==> src/rtl/byte_striping_pkg.sv <==
// ---------------------------------------------------------------------------
// byte_striping_pkg
// Shared constants and types for the byte striping block.
//   DATA_W_DEF   : default word / lane width in bits
//   NUM_LANES    : number of output lanes
//   lane_idx_t   : 1-bit lane index
//   REALIGN_IDLE : idle run length that forces the next word onto lane 0
//                  (used only when BYTE_STRIPING_REALIGN_EN is defined)
// ---------------------------------------------------------------------------
package byte_striping_pkg;

    localparam int DATA_W_DEF   = 32;
    localparam int NUM_LANES    = 2;
    localparam int REALIGN_IDLE = 2;

    typedef logic [0:0] lane_idx_t;
    typedef logic [1:0] idle_cnt_t;

endpackage : byte_striping_pkg

==> src/rtl/byte_striping_if.sv <==
// ---------------------------------------------------------------------------
// byte_striping_if
// Groups the input word stream and the two lane outputs of byte_striping.
//   valid_in / data_in        : input word stream (driven by the source)
//   valid_0 / lane_0          : lane 0 word, even-indexed words
//   valid_1 / lane_1          : lane 1 word, odd-indexed words
//   lane_sel                  : lane that receives the next valid word
// Modports:
//   master : word source / observer (drives the stream, reads the lanes)
//   slave  : the striper itself
// ---------------------------------------------------------------------------
interface byte_striping_if
    import byte_striping_pkg::*;
#(
    parameter int DATA_W = DATA_W_DEF
);

    logic              valid_in;
    logic [DATA_W-1:0] data_in;
    logic              valid_0;
    logic [DATA_W-1:0] lane_0;
    logic              valid_1;
    logic [DATA_W-1:0] lane_1;
    logic              lane_sel;

    modport master (
        output valid_in, data_in,
        input  valid_0, lane_0, valid_1, lane_1, lane_sel
    );

    modport slave (
        input  valid_in, data_in,
        output valid_0, lane_0, valid_1, lane_1, lane_sel
    );

endinterface : byte_striping_if

==> src/rtl/stripe_lane_reg.sv <==
// ---------------------------------------------------------------------------
// stripe_lane_reg
// One output lane: data register, valid flag and a 1-bit hold counter.
// A write keeps the valid flag high for exactly two clk_2f cycles so a
// half-rate consumer always gets one clean sampling opportunity.
//   clk_2f  : fast clock
//   reset   : asynchronous, active-high
//   wr_en   : load wr_data into this lane this cycle
//   wr_data : word to load
//   valid   : data holds a live word
//   data    : lane word (kept after valid drops; cleared only by reset)
// ---------------------------------------------------------------------------
module stripe_lane_reg
    import byte_striping_pkg::*;
#(
    parameter int DATA_W = DATA_W_DEF
) (
    input  logic              clk_2f,
    input  logic              reset,
    input  logic              wr_en,
    input  logic [DATA_W-1:0] wr_data,
    output logic              valid,
    output logic [DATA_W-1:0] data
);

    logic hold;

    // NOTE: sequential state uses non-blocking assignments so every register
    // samples the pre-edge values of the others, independent of block order.
    always_ff @(posedge clk_2f or posedge reset) begin
        if (reset) begin
            data  <= '0;
            valid <= 1'b0;
            hold  <= 1'b0;
        end else if (wr_en) begin
            // A write overrides an expiring hold on the same lane.
            data  <= wr_data;
            valid <= 1'b1;
            hold  <= 1'b1;
        end else if (hold) begin
            hold  <= 1'b0;          // second cycle of the word: valid stays 1
        end else begin
            valid <= 1'b0;          // data is left as a stale, invalid word
        end
    end

endmodule : stripe_lane_reg

==> src/rtl/byte_striping.sv <==
// ---------------------------------------------------------------------------
// byte_striping
// Distributes consecutive valid words of one clk_2f stream alternately onto
// two lanes, lane 0 first. Each lane word stays valid for two clk_2f cycles.
//   clk_2f : fast clock, all logic on its rising edge
//   reset  : asynchronous, active-high
//   bus    : byte_striping_if.slave (valid_in/data_in in; valid_0/lane_0,
//            valid_1/lane_1, lane_sel out)
// Configuration macro: BYTE_STRIPING_REALIGN_EN
//   defined   -> two or more consecutive idle cycles force the next word
//                onto lane 0
//   undefined -> alternation continues across gaps
// ---------------------------------------------------------------------------
module byte_striping
    import byte_striping_pkg::*;
#(
    parameter int DATA_W = DATA_W_DEF
) (
    input  logic            clk_2f,
    input  logic            reset,
    byte_striping_if.slave  bus
);

    lane_idx_t lane_sel;
    lane_idx_t lane_sel_nxt;
    logic      wr_en_0;
    logic      wr_en_1;

`ifdef BYTE_STRIPING_REALIGN_EN
    idle_cnt_t idle_cnt;
    idle_cnt_t idle_cnt_nxt;

    // Counts consecutive idle cycles, saturating at REALIGN_IDLE.
    always_comb begin
        // NOTE: every combinational output gets a default first, so no path
        // leaves it unassigned and no latch is inferred.
        idle_cnt_nxt = idle_cnt;
        if (bus.valid_in) begin
            idle_cnt_nxt = '0;
        end else if (idle_cnt != idle_cnt_t'(REALIGN_IDLE)) begin
            idle_cnt_nxt = idle_cnt + idle_cnt_t'(1);
        end
    end

    always_ff @(posedge clk_2f or posedge reset) begin
        if (reset) begin
            idle_cnt <= '0;
        end else begin
            idle_cnt <= idle_cnt_nxt;
        end
    end
`endif

    always_comb begin
        lane_sel_nxt = lane_sel;
        if (bus.valid_in) begin
            lane_sel_nxt = ~lane_sel;
        end
`ifdef BYTE_STRIPING_REALIGN_EN
        else if (idle_cnt_nxt == idle_cnt_t'(REALIGN_IDLE)) begin
            lane_sel_nxt = lane_idx_t'(0);
        end
`endif
    end

    always_ff @(posedge clk_2f or posedge reset) begin
        if (reset) begin
            lane_sel <= lane_idx_t'(0);
        end else begin
            lane_sel <= lane_sel_nxt;
        end
    end

    assign wr_en_0 = bus.valid_in & (lane_sel == lane_idx_t'(0));
    assign wr_en_1 = bus.valid_in & (lane_sel == lane_idx_t'(1));

    stripe_lane_reg #(.DATA_W(DATA_W)) u_lane_0 (
        .clk_2f  (clk_2f),
        .reset   (reset),
        .wr_en   (wr_en_0),
        .wr_data (bus.data_in),
        .valid   (bus.valid_0),
        .data    (bus.lane_0)
    );

    stripe_lane_reg #(.DATA_W(DATA_W)) u_lane_1 (
        .clk_2f  (clk_2f),
        .reset   (reset),
        .wr_en   (wr_en_1),
        .wr_data (bus.data_in),
        .valid   (bus.valid_1),
        .data    (bus.lane_1)
    );

    assign bus.lane_sel = lane_sel;

endmodule : byte_striping

==> src/flat_wrapper.sv <==
// flat-port wrapper written by rule: the top's interface ports become plain ports
module byte_striping_flat import byte_striping_pkg::*;
#(
    parameter int DATA_W = DATA_W_DEF
)
  (clk_2f, reset, bus_valid_in, bus_data_in, bus_valid_0, bus_lane_0, bus_valid_1, bus_lane_1, bus_lane_sel);
  byte_striping_if #(.DATA_W(DATA_W)) bus_i ();
  input  logic clk_2f;
  input  logic reset;
  input wire logic [$bits(bus_i.valid_in)-1:0] bus_valid_in;
  input wire logic [$bits(bus_i.data_in)-1:0] bus_data_in;
  output wire logic [$bits(bus_i.valid_0)-1:0] bus_valid_0;
  output wire logic [$bits(bus_i.lane_0)-1:0] bus_lane_0;
  output wire logic [$bits(bus_i.valid_1)-1:0] bus_valid_1;
  output wire logic [$bits(bus_i.lane_1)-1:0] bus_lane_1;
  output wire logic [$bits(bus_i.lane_sel)-1:0] bus_lane_sel;
  assign bus_i.valid_in = bus_valid_in;
  assign bus_i.data_in = bus_data_in;
  assign bus_valid_0 = bus_i.valid_0;
  assign bus_lane_0 = bus_i.lane_0;
  assign bus_valid_1 = bus_i.valid_1;
  assign bus_lane_1 = bus_i.lane_1;
  assign bus_lane_sel = bus_i.lane_sel;
  byte_striping #(.DATA_W(DATA_W)) u_core (.clk_2f(clk_2f), .reset(reset), .bus(bus_i));
endmodule
==> config.mk <==
export PLATFORM = sky130hd
export DESIGN_NAME = byte_striping_flat
export DESIGN_NICKNAME = d
export VERILOG_FILES = /design/src/rtl/byte_striping_pkg.sv /design/src/rtl/byte_striping_if.sv /design/src/rtl/stripe_lane_reg.sv /design/src/rtl/byte_striping.sv /design/src/flat_wrapper.sv
export SDC_FILE = /design/constraint.sdc
export NUM_CORES = 1
export LEC_CHECK = 0
export BUFFER_PORTS_ARGS = -buffer_cell sky130_fd_sc_hd__buf_2
export CORE_ASPECT_RATIO = 1.1
export CORE_UTILIZATION = 35
export CTS_CLUSTER_SIZE = 12
export DETAILED_ROUTE_END_ITERATION = 10
export SLEW_MARGIN = 20
export SYNTH_ARGS = -nofsm -noshare
export SYNTH_HDL_FRONTEND = slang
export SYNTH_HIERARCHICAL = 1
export SYNTH_SLANG_ARGS = --single-unit
==> constraint.sdc <==
create_clock -name clk_2f -period 1.32 [get_ports clk_2f]
set_input_delay 0.132 -clock clk_2f [delete_from_list [all_inputs] [get_ports clk_2f]]
set_output_delay 0.132 -clock clk_2f [all_outputs]
set_load 0.1 [all_outputs]
Word-level counts from Yosys, hierarchy flattened
Cells that the tools add are included.
{"block": "classes", "n_eq_ne": 2, "bitwise": 3, "mux": 6}
{"operator": "$mux 1", "count": 6}
{"operator": "$ne 2x2->1 const B", "count": 2}
{"operator": "$and 1x1->1", "count": 2}
{"operator": "$not 1->1", "count": 1}
{"block": "word_totals", "ff_bits": 69, "inputBits": 35, "out_inout_bits": 67, "wordCells": 18}

Logic depth before layout (Yosys ltp)
{"block": "depth", "ltp_word": 3, "mapped_depth": 4, "mapped_depth_nobuf": 2}

Modules after synthesis
Netlist, hierarchy kept.
{"mod": "stripe_lane_reg", "area_per_inst_um2": 1402.6, "instances": 2, "cells_each": 72, "seq_area_each_um2": 850.8}
{"mod": "byte_striping", "area_per_inst_um2": 53.8, "instances": 1, "cells_each": 5, "seq_area_each_um2": 25.0}

Worst setup path after synthesis
OpenSTA, ideal clock, no wires.
{"block": "synth_path", "path_type": "flip-flop to flip-flop", "startpoint": "register u_core.lane_sel (netlist: u_core/bus.lane_sel)", "endpoint": "register u_core.u_lane_0.data[0]", "t_required_ns": 1.194, "arrival_time_ns": 1.807, "path_stages_with_launch": 5, "setup_time_ns": 0.126, "synth_period_minus_slack_ns": 1.933, "setup_slack_ns": -0.613, "cell_sequence": "dfrtp_1 -> and2b_2 -> buf_6 -> buf_12 -> mux2_4"}
{"block": "synth_between", "elab_chain_len": 2}
{"item": "from (decl)", "line": "byte_striping.sv:24", "rtl": "lane_idx_t lane_sel;"}
{"item": "from (signal assigned)", "line": "byte_striping.sv:68", "rtl": "lane_sel <= lane_idx_t'(0);"}
{"item": "from (signal assigned)", "line": "byte_striping.sv:70", "rtl": "lane_sel <= lane_sel_nxt;"}
{"item": "$not 1->1", "line": "byte_striping.sv:74", "rtl": "assign wr_en_0 = bus.valid_in & (lane_sel == lane_idx_t'(0));"}
{"item": "$and 1x1->1", "line": "byte_striping.sv:74"}
{"item": "via u_core.wr_en_0", "line": "byte_striping.sv:26", "rtl": "logic wr_en_0;"}
{"item": "to (signal assigned)", "line": "stripe_lane_reg.sv:37", "rtl": "data <= wr_data;"}
{"item": "to (decl)", "line": "stripe_lane_reg.sv:23", "rtl": "output logic [DATA_W-1:0] data"}
The timed path passes the listed nets, and every way through them passes these cells.
A chain may end at the register's enable or synchronous reset.

Final worst setup path
{"block": "layout_path", "startpoint": "register u_core.lane_sel (netlist: u_core/bus.lane_sel)", "endpoint": "register u_core.u_lane_0.data[17]"}
Same word-level chain as after synthesis.

==> metrics <==
outcome finished, violations left; failing checks setup timing; top sig layer met5; fin worst setup slack -0.0631 ns; drc violations 0; share of cells above drive strength 1 0.719; RSZ-0062 raised after global routing true; die area 8530 sq um; clk sinks 69; GP Congestion 0.736; number of iterations in the first detailed-routing pass 4; CP endpoint kind register; CTS max path bufs 2; CP bufs+invs 1; final-stage net count 301; final hold vios 0; CP max stage cell dfrtp_4; Yosys cell types 10; Worst-path clk slew 0.08 ns; WL/cell 14.9 um; worst slew pin tran 0.497 ns; Layout Cells excl Fill 378; Initial Util 0.361; initial antenna violation count 1; CTS buffer count 9; reg2reg start u_core/bus.lane_sel; clock root buffer clkbuf_8; critical path, cell by cell and2b_2, buf_12, mux2_4; setup violators final 33; DR vias/cell 4.30; first-pass GRT wire length 8920 um; Post-Route WL 5640 um; Rel. slew slack 0.671; core area 7910 sq um; met3 wire length 359 um; vias in the first global route 1714; Syn Inst Count 149; M1 WL 2620 um; Routed Antenna Nets 0; Crit path max-delay family flip-flops; final worst path period need 1.38 ns; Net Count, Synth 184; CP arrival 1.60 ns; Max Cap Viol 0; Cell Rows 34; DRT iter0 DRCs 47; Hold EP u_core/u_lane_1/data[19]; post-CTS setup buffer count 0; critical path required time 1.54 ns; CTS tree yes; Area growth syn-to-layout 30.9%; synthesized area 2860 sq um; Synth warnings 6; antenna cells 0; detailed placement HPWL 3890 um; Placed Instance Area 3510 sq um; worst hold path depth 2; worst skew pair latency 0.34 ns; critical setup path kind register to register; clk_skew 0.00674 ns; max incr delay on CP 0.48 ns; r2r setup slk -0.06 ns; GRT overflow 0; via count 1627; period utilisation layout 1.05; HP Start bus_data_in[19]; Slew Limit Fails 0; fmax 723 MHz; Total GRT Usage 0.142; H-tree level count 3; Worst R2R Path Depth 3; Critical Path Start Type register; Die Ht 96.8 um; io pins 102; met2 wire length 2540 um; HP Class input pin to register; post-synthesis sequential area ratio 0.604; #FFs+latches synth 69; Crit Reg-Reg Endpoint u_core/u_lane_0/data[17]; syn avg cell area 19.2 sq um; largest net degree at the start of global routing 25; final instance area 3740 sq um; number of port buffers 101; cell total after placement 361; width of the die 88.2 um; CP max FO 15
-- cell type report --
cell class / count / area (sq um)
clock inverter: 6 / 65.1
tap: 108 / 135
fill: 728 / 4170
sequential: 69 / 1730
clock buffer: 9 / 124
timing repair buffer: 114 / 686
multi-input combinational: 69 / 990
inverter: 3 / 11.3
-- layout by cell type (no fill, tap or decap) --
master / Yosys / layout
buf_2: 0 / 95
dfrtp_4: 0 / 1
clkinvlp_4: 0 / 4
mux2_4: 58 / 61
xor2_1: 1 / 1
clkbuf_8: 0 / 9
bufinv_16: 0 / 1
clkbuf_4: 0 / 5
buf_4: 0 / 7
mux2_2: 6 / 3
dfrtp_1: 69 / 68
inv_1: 3 / 3
and2b_2: 1 / 1
dlygate4sd3_1: 0 / 2
a21o_1: 2 / 2
clkinv_2: 0 / 1
and2_2: 1 / 1
buf_12: 6 / 5
-- synthesized netlist by cell type --
cell	count	share of area
dfrtp_1	69	0.60
mux2_4	58	0.30
buf_12	6	0.042
mux2_2	6	0.024
inv_1	3	0.0039
a21o_1	2	0.0053
buf_6	2	0.0079
and2_2	1	0.0026
and2b_2	1	0.0031
xor2_1	1	0.0031
-- per-stage QoR --
stage / setup TNS [ns] / worst slack (ns) / util / hold slack [ns]
final: -1.56 / -0.0631 / 0.473 / 0.0387
after global routing: -3.05 / -0.112 / 0.473 / 0.0162
after CTS: -1.67 / -0.0786 / 0.470 / 0.0195
after detailed placement: -1.69 / -0.0789 / 0.443 / -0.00279
after global placement: -0.959 / -0.0502 / 0.443 / -0.00571
after floorplan: -14.12 / -0.250 / - / -0.139
-- per-layer routing --
layer	global-route usage	vias to the layer above
met4	0.0744	2
met2	0.205	67
met3	0.0427	9
met5	0	-
met1	0.189	803
li1	-	746
-- flip-flops by register name, summed over array words and instances, names as in the netlist --
signal                 count
u_core/u_lane_0/hold       1
u_core/u_lane_0/data      32
u_core/u_lane_1/hold       1
u_core/u_lane_1/valid      1
u_core/u_lane_1/data      32
u_core/u_lane_0/valid      1
u_core/bus.lane_sel        1
-- worst register-to-register path: stages (launching register included) --
cell and delay, ns:
dfrtp_4 0.48, and2b_2 0.29, buf_12 0.18, mux2_4 0.32
-- cell families (layout without fill, tap and decap cells) --
family                 after synthesis  after routing  share of synthesized area
AO/OA/AOI/OAI                        2              2                    0.00525
XOR/XNOR                             1              1                    0.00306
buffers and inverters               11            132                     0.0538
flip-flops                          69             69                      0.604
multiplexers                        64             64                      0.328
AND/OR/NAND/NOR                      2              2                    0.00569
-- how the worst max path moves through the flow --
stage / from / to / slack, ns / cells after the start
6_report: u_core/bus.lane_sel / u_core/u_lane_0/data[17] / -0.06 / 3
5_1_grt: u_core/bus.lane_sel / u_core/u_lane_0/data[16] / -0.11 / 3
4_1_cts: u_core/bus.lane_sel / u_core/u_lane_0/data[10] / -0.08 / 3
3_5_place_dp: u_core/bus.lane_sel / u_core/u_lane_0/data[10] / -0.08 / 3
3_3_place_gp: u_core/bus.lane_sel / u_core/u_lane_0/data[10] / -0.05 / 3
2_1_floorplan: u_core/bus.lane_sel / u_core/u_lane_0/data[0] / -0.25 / 4
-- repair_timing --
item,4_1_cts,5_1_grt
hold buffers,2,0
hold endpoints to repair,70,0
resized for setup,0,8
setup endpoints to repair,33,56
Power is left out: the tool's default activity adds up to more than one toggle a clock period on the data nets, which glitch-free logic cannot reach.
